--- src/rtl/jk_bank_pkg.sv ---
// Shared definitions for the JK bank arbiter: FSM states, JK command
// encodings and the per-bit JK next-state function.
package jk_bank_pkg;

   typedef enum logic [1:0] {
      IDLE  = 2'd0,
      APPLY = 2'd1,
      ACK   = 2'd2
   } state_t;

   localparam logic [1:0] JK_HOLD = 2'b00;
   localparam logic [1:0] JK_RST  = 2'b01;
   localparam logic [1:0] JK_SET  = 2'b10;
   localparam logic [1:0] JK_TGL  = 2'b11;

   function automatic logic jk_next(input logic j, input logic k, input logic q);
      logic r;
      case ({j, k})
         JK_HOLD: r = q;
         JK_RST:  r = 1'b0;
         JK_SET:  r = 1'b1;
         JK_TGL:  r = ~q;
         default: r = q;
      endcase
      return r;
   endfunction

endpackage

--- src/rtl/jk_bank_arbiter_rr.sv ---
// Combinational round-robin picker: first set request scanning from ptr
// upward, modulo NREQ. Produces a one-hot winner and its binary index.
module rr_arbiter #(
   parameter int NREQ = 4,
   parameter int IW   = (NREQ > 1) ? $clog2(NREQ) : 1
) (
   input  logic [NREQ-1:0] req,
   input  logic [IW-1:0]   ptr,
   output logic [NREQ-1:0] onehot,
   output logic [IW-1:0]   idx
);

   logic          found;
   logic [IW-1:0] cand;

   always_comb begin
      onehot = '0;
      idx    = '0;
      found  = 1'b0;
      cand   = '0;
      for (int unsigned k = 0; k < NREQ; k++) begin
         cand = IW'((32'(ptr) + k) % NREQ);
         if (!found && req[cand]) begin
            found        = 1'b1;
            idx          = cand;
            onehot[cand] = 1'b1;
         end
      end
   end

endmodule

--- src/rtl/jk_bank_arbiter.sv ---
// Shares one WIDTH-bit JK flip-flop bank between NREQ requesters; each
// command takes IDLE -> APPLY -> ACK with registered gnt/done/busy.
module jk_bank_arbiter
   import jk_bank_pkg::*;
#(
   parameter int NREQ  = 4,
   parameter int WIDTH = 8
) (
   input  logic                  clk,
   input  logic                  rst,
   input  logic [NREQ-1:0]       req,
   input  logic [NREQ*WIDTH-1:0] j_in,
   input  logic [NREQ*WIDTH-1:0] k_in,
   output logic [NREQ-1:0]       gnt,
   output logic [NREQ-1:0]       done,
   output logic [WIDTH-1:0]      q,
   output logic                  busy
);

   localparam int IW = (NREQ > 1) ? $clog2(NREQ) : 1;

   state_t           state;
   logic [IW-1:0]    ptr;
   logic [IW-1:0]    win;
   logic [WIDTH-1:0] j_lat;
   logic [WIDTH-1:0] k_lat;
   logic [NREQ-1:0]  arb_oh;
   logic [IW-1:0]    arb_idx;

   rr_arbiter #(
      .NREQ (NREQ),
      .IW   (IW)
   ) u_arb (
      .req    (req),
      .ptr    (ptr),
      .onehot (arb_oh),
      .idx    (arb_idx)
   );

   always_ff @(posedge clk) begin
      if (!rst) begin
         state <= IDLE;
         q     <= '0;
         gnt   <= '0;
         done  <= '0;
         busy  <= 1'b0;
         ptr   <= '0;
         win   <= '0;
         j_lat <= '0;
         k_lat <= '0;
      end else begin
         gnt  <= '0;
         done <= '0;
         case (state)
            IDLE: begin
               if (|req) begin
                  // masks are captured here so later changes cannot alter the command
                  win   <= arb_idx;
                  j_lat <= j_in[32'(arb_idx)*WIDTH +: WIDTH];
                  k_lat <= k_in[32'(arb_idx)*WIDTH +: WIDTH];
                  gnt   <= arb_oh;
                  busy  <= 1'b1;
                  state <= APPLY;
               end
            end
            APPLY: begin
               for (int unsigned b = 0; b < WIDTH; b++)
                  q[b] <= jk_next(j_lat[b], k_lat[b], q[b]);
               done  <= gnt;
               state <= ACK;
            end
            ACK: begin
               ptr   <= (win == IW'(NREQ-1)) ? '0 : win + 1'b1;
               busy  <= 1'b0;
               state <= IDLE;
            end
            default: begin
               busy  <= 1'b0;
               state <= IDLE;
            end
         endcase
      end
   end

endmodule

--- config.mk ---
export PLATFORM = sky130hd
export DESIGN_NAME = jk_bank_arbiter
export DESIGN_NICKNAME = d
export VERILOG_FILES = /design/src/rtl/jk_bank_pkg.sv /design/src/rtl/jk_bank_arbiter_rr.sv /design/src/rtl/jk_bank_arbiter.sv
export SDC_FILE = /design/constraint.sdc
export NUM_CORES = 1
export LEC_CHECK = 0
export CORE_MARGIN = 8
export CORE_UTILIZATION = 39
export CTS_CLUSTER_SIZE = 20
export DETAILED_ROUTE_END_ITERATION = 6
export PLACE_DENSITY = 0.8
export SYNTH_ARGS = -nofsm -noshare
export SYNTH_HDL_FRONTEND = slang
export SYNTH_HIERARCHICAL = 1
export SYNTH_SLANG_ARGS = --single-unit
--- constraint.sdc ---
create_clock -name clk -period 2.9 [get_ports clk]
set_clock_uncertainty 0.15 [all_clocks]
set_input_delay 0.725 -clock clk [delete_from_list [all_inputs] [get_ports clk]]
set_output_delay 0.725 -clock clk [all_outputs]
set_load 0.005 [all_outputs]
# [Word-level counts from Yosys, hierarchy flattened]
# Index checks and enable logic that the tools add are counted.
[totals] ff_bits=39 inputBits=70 output_inout_bits=17
[classes] addsub=4 n_lt_le_gt_ge=8 eq_ne=28 n_shift=2 muxes=40 bitwise_logic=20 n_reduce_logical=32
[ops] operator="32-bit by 6-bit indexed part select with 8-bit output" count=2
[ops] operator="2-bit == test (second input constant)" count=18
[ops] operator="1-bit one-hot mux with 3 select lines" count=8
[ops] operator="2-bit AND reduction" count=11
[ops] operator="2-bit by 1-bit == test with 1-bit output (second input constant)" count=9
[ops] operator="2-bit logical NOT" count=9
[ops] operator="1-bit inverter" count=17
[ops] operator="4-bit two-way mux" count=4
[ops] operator="2-bit by 3-bit < comparator with 1-bit output (second input constant)" count=4
[ops] operator="1-bit two-way mux" count=12
[ops] operator="2-bit two-way mux" count=6
[ops] operator="4-bit OR" count=3
[ops] operator="1-bit binary-select mux with 2-bit select" count=4
[ops] operator="1-bit demux with 2-bit select" count=4
[ops] operator="2-bit by 1-bit >= comparator with 1-bit output (second input constant)" count=4
[ops] operator="1-bit logical AND" count=7
[ops] operator="2-bit by 1-bit adder with 2-bit output (second input constant)" count=2
[ops] operator="2-bit adder (second input constant)" count=2
[ops] operator="2-bit one-hot mux with 2 select lines" count=1
[ops] operator="4-bit OR reduction" count=1
[ops] operator="1-bit logical NOT" count=3
[ops] operator="3-bit AND reduction" count=1
[ops] operator="2-bit != test (second input constant)" count=1
[ops] operator="1-bit one-hot mux with 2 select lines" count=1

# [Depth between registers and ports, before layout]
[logic_depth] word_depth=13 depth_mapped=12

# [By module]
# Netlist, hierarchy kept.
[by_module_without_submodules] module="jk_bank_arbiter" n_inst=1 cells_each=150 area_per_inst_um2=1786.7 seq_area_each_um2=780.7
[by_module_without_submodules] module="rr_arbiter" n_inst=1 cells_each=46 area_per_inst_um2=419.2 seq_area_each_um2=0.0

# [Worst setup path before layout]
# No wires, ideal clock.
[synth_timing] path_type="reg-to-reg" from="reg ptr[0]" to="reg j_lat[0]" setup_time_ns=0.117 t_arrival_ns=2.872 slack_ns=-0.239 stages_incl_launch_ff=13 path_buffers=3 path_cell_list="dfxtp_1 > buf_2 > inv_1 > ha_1 > mux4_2 > nor2b_4 > o21ai_1 > and3_1 > o22ai_1 > buf_2 > buf_2 > mux4_2 > o2bb2ai_1"
[synth_between] elab_chain_cells=13
[synth_rtl] element="from (decl)" line_no="jk_bank_arbiter.sv:23" rtl="logic [IW-1:0] ptr;"
[synth_rtl] element="from (signal assigned)" line_no="jk_bank_arbiter.sv:73" rtl="ptr <= (win == IW'(NREQ-1)) ? '0 : win + 1'b1;"
[synth_rtl] element="parallel branches: the longest is 11 deep, another holds 2-bit by 1-bit adder with 2-bit output"
[synth_rtl] element="2-bit two-way mux (*)" line_no="jk_bank_arbiter_rr.sv:23" rtl="if (!found && req[cand]) begin"
[synth_rtl] element="net arb_idx[1]" line_no="jk_bank_arbiter.sv:28" rtl="logic [IW-1:0] arb_idx;"
[synth_rtl] element="32-bit by 6-bit indexed part select with 8-bit output (*)" line_no="jk_bank_arbiter.sv:59" rtl="j_lat <= j_in[32'(arb_idx)*WIDTH +: WIDTH];"
[synth_rtl] element="to (signal assigned)" line_no="jk_bank_arbiter.sv:59"
[synth_rtl] element="to (decl)" line_no="jk_bank_arbiter.sv:25" rtl="logic [WIDTH-1:0] j_lat;"
# Mark *: on every way through the listed nets, which the timed path passes. The select of a mux whose other input is x is not followed.
# A chain may end at the register's enable or synchronous reset.

# [Final worst setup path]
[layout_timing] from="in req[1]" to="reg j_lat[5]"
[layout_between] elab_chain_cells=13
[layout_rtl] element="from (decl)" line_no="jk_bank_arbiter.sv:11" rtl="input logic [NREQ-1:0] req,"
[layout_rtl] element="1-bit binary-select mux with 2-bit select" line_no="jk_bank_arbiter_rr.sv:23"
[layout_rtl] element="1-bit two-way mux (not written as such)" line_no="jk_bank_arbiter_rr.sv:23"
[layout_rtl] element="1-bit two-way mux" line_no="jk_bank_arbiter_rr.sv:23"
[layout_rtl] element="1-bit logical NOT" line_no="jk_bank_arbiter_rr.sv:23"
[layout_rtl] element="1-bit logical AND" line_no="jk_bank_arbiter_rr.sv:23"
[layout_rtl] element="1-bit two-way mux" line_no="jk_bank_arbiter_rr.sv:23"
[layout_rtl] element="1-bit logical NOT" line_no="jk_bank_arbiter_rr.sv:23"
[layout_rtl] element="1-bit logical AND" line_no="jk_bank_arbiter_rr.sv:23"
[layout_rtl] element="1-bit two-way mux" line_no="jk_bank_arbiter_rr.sv:23"
[layout_rtl] element="1-bit logical NOT" line_no="jk_bank_arbiter_rr.sv:23"
[layout_rtl] element="1-bit logical AND" line_no="jk_bank_arbiter_rr.sv:23"
[layout_rtl] element="2-bit two-way mux (*)" line_no="jk_bank_arbiter_rr.sv:23"
[layout_rtl] element="net arb_idx[0]" line_no="jk_bank_arbiter.sv:28"
[layout_rtl] element="32-bit by 6-bit indexed part select with 8-bit output (*)" line_no="jk_bank_arbiter.sv:59"
# Mark *: on every way through the listed nets, which the timed path passes. The rest lies on a longest branch. The select of a mux whose other input is x is not followed.

==> out/metrics.csv <==
metric,value,unit
status,"complete, no violations",
wl,5.92,mm
syn-num-nets,272,
drc,0,
worstPathMaxFanout,8,
tightest_slew,1.24,ns
cts.clk_slew.worst_paths,0.08,ns
core,0.00547,mm^2
synth_cells,196,
min_period_over_period,97.4,%
clockBufferDepth,2,
p_leak,0.00123,uW
drt-vias-per-instance,5.38,
p_per_area,440,mW/mm^2
antennaDiodeCount,0,
cpPeakStageDelay,0.52,ns
root_buffer,clkbuf_8,
cp_slowest_cell,mux4_2,
die_area,0.00832,mm^2
slew-limit-headroom,16.7,%
cp-end-kind,flip-flop,
gr-usage-all-layers,14.7,%
grt_max_degree,23,
clock-sinks,39,
yosysTopAreaCellShare,35.4,%
max_cap_violations,0,
wl_per_cell,16.1,um
min_path_type,flip-flop to flip-flop,
synth.distinct_cells,42,
p_comb_share,33.4,%
power,1490,uW
num_rows,27,
net-switching-power,407,uW
portBuffers,86,
p_clk_share,24.7,%
ys_ff_latch,39,
antenna_left,0,
hold_violations,0,
fin_tns_setup,0,ns
pwr-share-seq,41.9,%
critical_path_class,primary input to flip-flop,
dp_hpwl,4.72,mm
ir_drop,0.000227,V
synth_edf_count,0,
dp_cells,357,
cpLargestDelayFamily,multiplexers,
critical_path_depth,9,
start_util,40.3,%
clock_latency,0.29,ns
cts_tree,yes,
place_area,0.00324,mm^2
drv_slew,0,
ys_seq_area_share,35.4,%
die_h,91.2,um
switching_share,27.3,%
critPathLaunchType,primary input,
grt_setup_unrepaired,no,
synth_area_leader_cell,dfxtp_1,
finalNonFillerCells,367,
synth.area.top_cells,"dfxtp_1 (35%), mux4_2 (12%), mux4_1 (9.5%)",
drive_gt1_share,20.0,%
num-nets-final,371,
gp_congestion,0.797,
crit_chain,clkdlybuf4s15_2 -> mux4_2 -> nor2_2 -> nor2_2 -> o31ai_4 -> buf_6 -> buf_16 -> mux4_2 -> o2bb2ai_2,
p_int,1080,uW
synth_ff_type,dfxtp_1,
synth_area,0.00221,mm^2
holdBufCountCts,0,
hold_depth,2,
final-setup-viol-count,0,
avgSynthCellArea,11.3,um^2
fin_crit,2.82,ns
dr.pass1.iters,4,
syn2layout_area_growth,53.5,%
grt_pass1_vias,2131,
required,2.91,ns
antenna_found_initial,0,
htreeDepth,2,
vias,1974,
reg2reg_depth,10,
die_x,91.2,um
first_iter_violations,100,
cts_buffers,5,
stdcell_area,0.00339,mm^2
crit_arrival,2.84,ns
yosysWarnings,6,
ios,87,
grt_pass1_wl,10.2,mm
grt_overflow_total,0,
critPathBufInv,3,
async_flop_share,0,%
fmax,354,MHz
-- per-layer routing --
metal	global-route usage [%]	routed length, um	vias to the layer above
li1	-	-	966
met1	17.3	2550	928
met2	25.9	2980	76
met3	4.03	349	4
met4	3.27	44	0
met5	0	0	-
-- cell families after synthesis --
family          count (synthesis)  share of synthesized area, %
flops                          39                          35.4
buf+inv                        18                          4.59
fa+ha+maj                       6                          3.40
simple gates                   51                          14.1
mux                            23                          23.1
compound gates                 59                          19.4
-- what timing repair did --
item / CTS / global route
setup endpoints to repair: 16 / 14
pin swaps: 3 / 1
cloned: 1 / 0
setup buffers: 2 / 0
resized for setup: 15 / 2
-- area by class of cell --
type | instances | area, um^2
multi-input combinational | 139 | 1360
tap | 72 | 90.1
sequential | 39 | 783
inverter | 4 | 15.0
clock buffer | 6 | 82.6
clock inverter | 1 | 5.00
timing repair buffer | 106 | 1050
fill | 455 | 2090
-- synthesized netlist by cell type, types with 2 or more instances --
cell,n
o21ai_0,3
nand2_1,18
nand3b_1,4
a311oi_1,5
mux2i_1,3
nor2_1,4
ha_1,6
and3_1,5
buf_2,6
o2bb2ai_1,16
clkbuf_1,4
dfxtp_1,39
o21a_1,2
inv_1,3
o21ai_1,6
mux4_1,8
nor2b_1,2
nand3_1,2
and2_1,5
a22oi_1,8
buf_6,3
a21oi_1,11
a21bo_2,3
mux4_2,12
-- path summary, 6_finish.rpt --
kind / slack [ns] / startpoint / endpoint
max reg2reg: 0.20 / ptr[1] / j_lat[5]
min reg2reg: 0.32 / j_lat[2] / j_lat[2]
max: 0.08 / req[1] / j_lat[5]
min: 0.32 / j_lat[2] / j_lat[2]
-- layout by cell type, fill, tap and decap left out, types with 4 or more instances in the layout --
master | synthesis | layout
clkdlybuf4s50_1 | 0 | 82
a21oi_1 | 11 | 11
nand2_1 | 18 | 18
nand3b_1 | 4 | 4
dfxtp_1 | 39 | 37
mux4_1 | 8 | 8
buf_4 | 1 | 16
o2bb2ai_1 | 16 | 15
a22oi_1 | 8 | 8
mux4_2 | 12 | 12
clkbuf_8 | 0 | 6
a311oi_1 | 5 | 5
and3_1 | 5 | 5
ha_1 | 6 | 5
o21ai_1 | 6 | 6
and2_1 | 5 | 5
-- state kept, by name (all words and copies together), names as in the netlist, 2 cells and up --
register and cells:
gnt 4, q 8, done 4, state 2, win 2, ptr 2, j_lat 8, k_lat 8
-- per-stage QoR --
stage                     setup WS (ns)  hold WS [ns]  utilization (%)
after global routing            0.00711         0.337             61.9
after CTS                        0.0108         0.316             61.9
after floorplan                  0.0179         0.281                -
final                            0.0753         0.317             61.9
after global placement           -0.444         0.290             59.2
after detailed placement         -0.520         0.298             59.2
-- tightest hold or removal path, cell delays in order (launching register included) --
cell	delay, ns
dfxtp_1	0.32
nand2_1	0.05
o2bb2ai_1	0.06
-- power by group through the flow --
stage | Clock, uW | Combinational [uW] | Sequential, uW
after floorplan | 0 | 284 | 627
after global placement | 0 | 459 | 633
after detailed placement | 0 | 472 | 636
after CTS | 377 | 502 | 624
after global routing | 405 | 541 | 630
final | 369 | 498 | 624
No activity file was read; power rests on OpenSTA's default activity.
==> RTL edit 1: new RTL, same settings <==
Make the reset (`rst`) asynchronous in one clocked block.
--- a/src/rtl/jk_bank_arbiter.sv
+++ b/src/rtl/jk_bank_arbiter.sv
@@ -39,3 +39,3 @@
 
-   always_ff @(posedge clk) begin
+   always_ff @(posedge clk or negedge rst) begin
       if (!rst) begin
Function: differs if rst is asserted again (counterexample within 4 cycles, from zero or initial values and one cycle with rst low); with rst held inactive, the same outputs for 10 cycles.
==> RTL edit 1 against the unedited design <==
  * Worst setup slack worse by 0.038 ns
  * Fmax is 1.3% lower
  * Cell area increased by 9.1%
  * Routed wire length up 11%
  * Area after synthesis increased by 5.0%
  * Sequential cell count stayed put
  * Via count shrank 5.4%
  * Critical endpoint is now k_lat[4]
  * Highest routed layer unchanged
Power is not compared: it rests on default switching activity, and its combinational part moved more than twofold at a synthesized area within 25%.
==> RTL edit 1: results (changes against the unedited design) <==
vias per inst 5.28 (-1.9%); Fillers 455 (unchanged); Synthesis Warnings 6 (unchanged); R2R depth 8 (-2); biggest regs j_lat x8, k_lat x8, q x8; dpl cell area 3440 um^2 (+6.1%); syn_nets 240 (-12%); VDD IR-drop max between 0.6 and 0.7 mV; Layout Nets 355 (-4.3%); clock slew at reported path FFs ~0.07 ns; Tot GR Track Use 15.0% (+0.27 points); post-synthesis sequential area ratio 42.1% (+6.7 points); Final Wtd Congestion 0.817 (+2.5%); Lkg Pwr 1.54 nW; initial drt markers 95 (-5.0%); largest net degree at the start of global routing 26 (+13%); Hold WC Path Type primary input to asynchronous set/reset pin; DRT Pass-1 Iters 4 (unchanged); number of antenna diodes 0 (unchanged); ys flop type dfrtp_1; adder and majority gate portion of the synthesized area 3.24% (-0.16 points); TritonCTS buffer count 5 (unchanged); layout cells sized above 1 33.3% (+13 points); CTS root buffer clkbuf_8; Async SR Flop Fraction 100% (+100 points); number of I/O port buffers 86 (unchanged); RR Endpoint k_lat[4]; Synth top cells by count dfrtp_1 (39), mux4_2 (13), mux2_2 (10); mux cell area share after synthesis 32.2% (+9.0 points); slew margin rel. 70.9% (+54 points); Cell variety after synth 38 (-9.5%); number of global-route vias before repair 2046 (-4.0%); status complete, no violations; Register-to-Register Setup Slack 0.06 ns (-0.14 ns); CTS Buffer Depth 2 (unchanged); initial antenna violation count 0 (unchanged); Clock Latency Late Sink between 0.2 and 0.3 ns; global-route wire length before repair 10300 um (+1.1%); Crit path arrival time 2.88 ns (+0.04 ns); WL per Instance 18.5 um (+15%); synth top area cells dfrtp_1 (42%), mux4_2 (13%), mux4_1 (7.9%); DP HPWL 5100 um (+8.1%); # H-tree levels 2 (unchanged); Synth Area in Compound Gates 9.67% (-9.7 points); post-placement setup slack -0.636 ns (-0.117 ns); R2R Path Start ptr[0]; XOR/XNOR share of the synthesized area 0% (unchanged); CP Max Fanout 4 (-4)
==> RTL edit 1: cell types whose count changed in the layout (fill, tap and decap cells not counted), moves of 6 or more <==
cell,before,now
o2bb2ai_1,15,4
dfrtp_1,0,37
a22oi_1,8,0
mux2_2,0,7
nand2_1,18,6
mux2_4,0,12
dfxtp_1,37,0
a31oi_1,0,8
buf_4,16,24
o21ai_1,6,0
==> RTL edit 1: final cells by class <==
| class | instances | area [um^2] | area share, % |
|---|---|---|---|
| clock inverter | 1 | 30.0 | 0.813 |
| clock buffer | 6 | 72.6 | 1.96 |
| tap | 75 | 93.8 | 2.54 |
| sequential | 39 | 978 | 26.5 |
| multi-input combinational | 110 | 1320 | 35.6 |
| inverter | 5 | 21.3 | 0.576 |
| timing repair buffer | 118 | 1180 | 32.0 |
==> RTL edit 1: critical path: stages <==
cell and delay (ns):
buf_8 0.10, mux4_2 0.49, buf_6 0.14, nor2_4 0.09
nor2_4 0.05, o31ai_4 0.27, buf_6 0.16, mux4_1 0.57
mux2_2 0.28
==> RTL edit 1: worst max path at each step <==
stage	start	slack [ns]	cells after the start	end
after floorplan	ptr[0]	-0.05	11	j_lat[0]
after global placement	req[0]	-0.52	8	k_lat[5]
after detailed placement	req[0]	-0.64	8	k_lat[2]
after CTS	req[1]	-0.008	9	j_lat[2]
after global routing	ptr[0]	-0.01	8	k_lat[2]
final	req[1]	0.04	9	k_lat[4]
==> RTL edit 1: per-layer routing <==
metal | vias to the layer above | track usage [%] | share of wire (%)
li1 | 870 | - | -
met1 | 911 | 17.8 | 42
met2 | 77 | 25.5 | 49
met3 | 10 | 4.25 | 7.1
met4 | 0 | 4.97 | 1.8
met5 | - | 0 | 0
==> RTL edit 1: kinds of logic after synthesis <==
group	count (synthesis)
buffers and inverters	15
adders and majority gates	6
AOI/OAI and AO/OA	32
and+or+nand+nor	31
muxes	41
DFF	39
==> RTL edit 1: what timing repair did <==
action                                  4_1_cts  5_1_grt
endpoints found under the setup margin       16       16
setup buffers                                 5        1
cloned                                        1        1
pin swaps                                     5        3
resized for setup                            41        3
==> RTL edit 1: where the power goes <==
| part | internal [mW] | switching, mW | total (mW) |
|---|---|---|---|
| logic | 1.88 | 1.24 | 3.13 |
| registers | 0.810 | 0.171 | 0.981 |
| clock network | 0.252 | 0.169 | 0.421 |
| total | 2.95 | 1.58 | 4.53 |
==> RTL edit 1: through the flow <==
step | power [mW] | hold slack (ns) | std cells | util, %
after floorplan | 2.79 | 0.273 | 164 | -
after global placement | 3.55 | 0.285 | 340 | 59.1
after detailed placement | 3.68 | 0.299 | 340 | 59.1
after CTS | 4.45 | 0.177 | 353 | 62.9
after global routing | 4.83 | 0.185 | 354 | 63.5
final | 4.53 | 0.178 | 354 | 63.5
==> RTL edit 2: new RTL, config.mk and constraints unchanged <==
Without the edit above. Set the parameter `WIDTH` to 6 (it was 8).
--- a/src/rtl/jk_bank_arbiter.sv
+++ b/src/rtl/jk_bank_arbiter.sv
@@ -6,3 +6,3 @@
    parameter int NREQ  = 4,
-   parameter int WIDTH = 8
+   parameter int WIDTH = 6
 ) (
Ports: changed (resized j_in, k_in and q); port bits go from 87 to 69. The function was not compared with the original's and may differ.
==> RTL edit 2 against the unedited design <==
  * Core utilization up 0.69 points
  * Power up 1.5%
  * Critical path type is now flip-flop to flip-flop
  * Count of clock-buffer cells in the layout shrank 1
  * Cell area down 12%
  * Largest power group unchanged
  * Combinational power shrank 5.6%
  * Sequential cell count fell by 6
  * Worst setup slack better by 0.025 ns
  * Register-to-register slack lost 0.099 ns
  * Critical path depth is 1 higher
  * Sequential power decreased by 15%
  * Critical endpoint is now k_lat[0]
  * Routed wire length is 6.1% lower
  * Area after synthesis shrank 12%
  * First-iteration DRC count fell by 18%
==> RTL edit 2: results (changes against the unedited design) <==
status complete, no violations; met1 Use GR 18.4% (+1.1 points); post-CTS setup buffer count 1 (-1); CP max stage delay 0.54 ns (+0.02 ns); initial drt markers 82 (-18%); multi-input logic area 1210 um^2 (-11%); post-synthesis sequential area ratio 34.1% (-1.3 points); met2 Use GR 25.6% (-0.38 points); Synth top cells by count dfxtp_1 (33), nand2_1 (18), o2bb2ai_1 (16); WHS Endpoint k_lat[4]; number of global-route vias before repair 1882 (-12%); slew margin rel. 58.2% (+42 points); global-route wire length before repair 8980 um (-12%); Lkg Pwr 1.10 nW (-11%); combinational power 0.470 mW (-5.6%); wl on met1 2280 um (-11%); Fillers 394 (-13%); R2R Path Start ptr[0]; Final Wtd Congestion 0.795 (-0.15%); Crit path arrival time 2.82 ns (-0.02 ns); number of I/O port buffers 68 (-21%); Post-Layout Cell Count 332 (-9.5%); Tmin final 2.80 ns (-0.0253 ns); P_seq 0.530 mW (-15%); crit path from ptr[0]; Met3 Routed Length 313 um (-10%); DP HPWL 4200 um (-11%); PostCTS Resize Cnt 10 (-5); Hold Crit Start k_lat[4]
[RTL edit 2: changes by cell type in the layout (fill, tap and decap cells not counted), moves of 4 or more]
cell | unedited run | this run
clkdlybuf4s50_1 | 82 | 64
a22oi_1 | 8 | 0
inv_1 | 3 | 9
mux4_1 | 8 | 2
and2_1 | 5 | 0
dfxtp_1 | 37 | 32
o21ai_1 | 6 | 1
a221oi_1 | 0 | 4
a311oi_1 | 5 | 1
and2_2 | 0 | 4
o21ai_0 | 3 | 7
[RTL edit 2: logic make-up after synthesis]
family          synth area share, %
compound gates                 17.0
mux                            20.6
fa+ha+maj                      3.87
buf+inv                        5.29
flops                          34.1
simple gates                   19.2
[RTL edit 2: layout make-up]
class,instances,share of cell area [%]
multi-input cells,128,40.6
repair buffers,87,28.7
flip-flops and latches,33,22.3
well taps,67,2.82
clock buffers,5,2.31
clock inverters,3,2.19
inverters,9,1.14
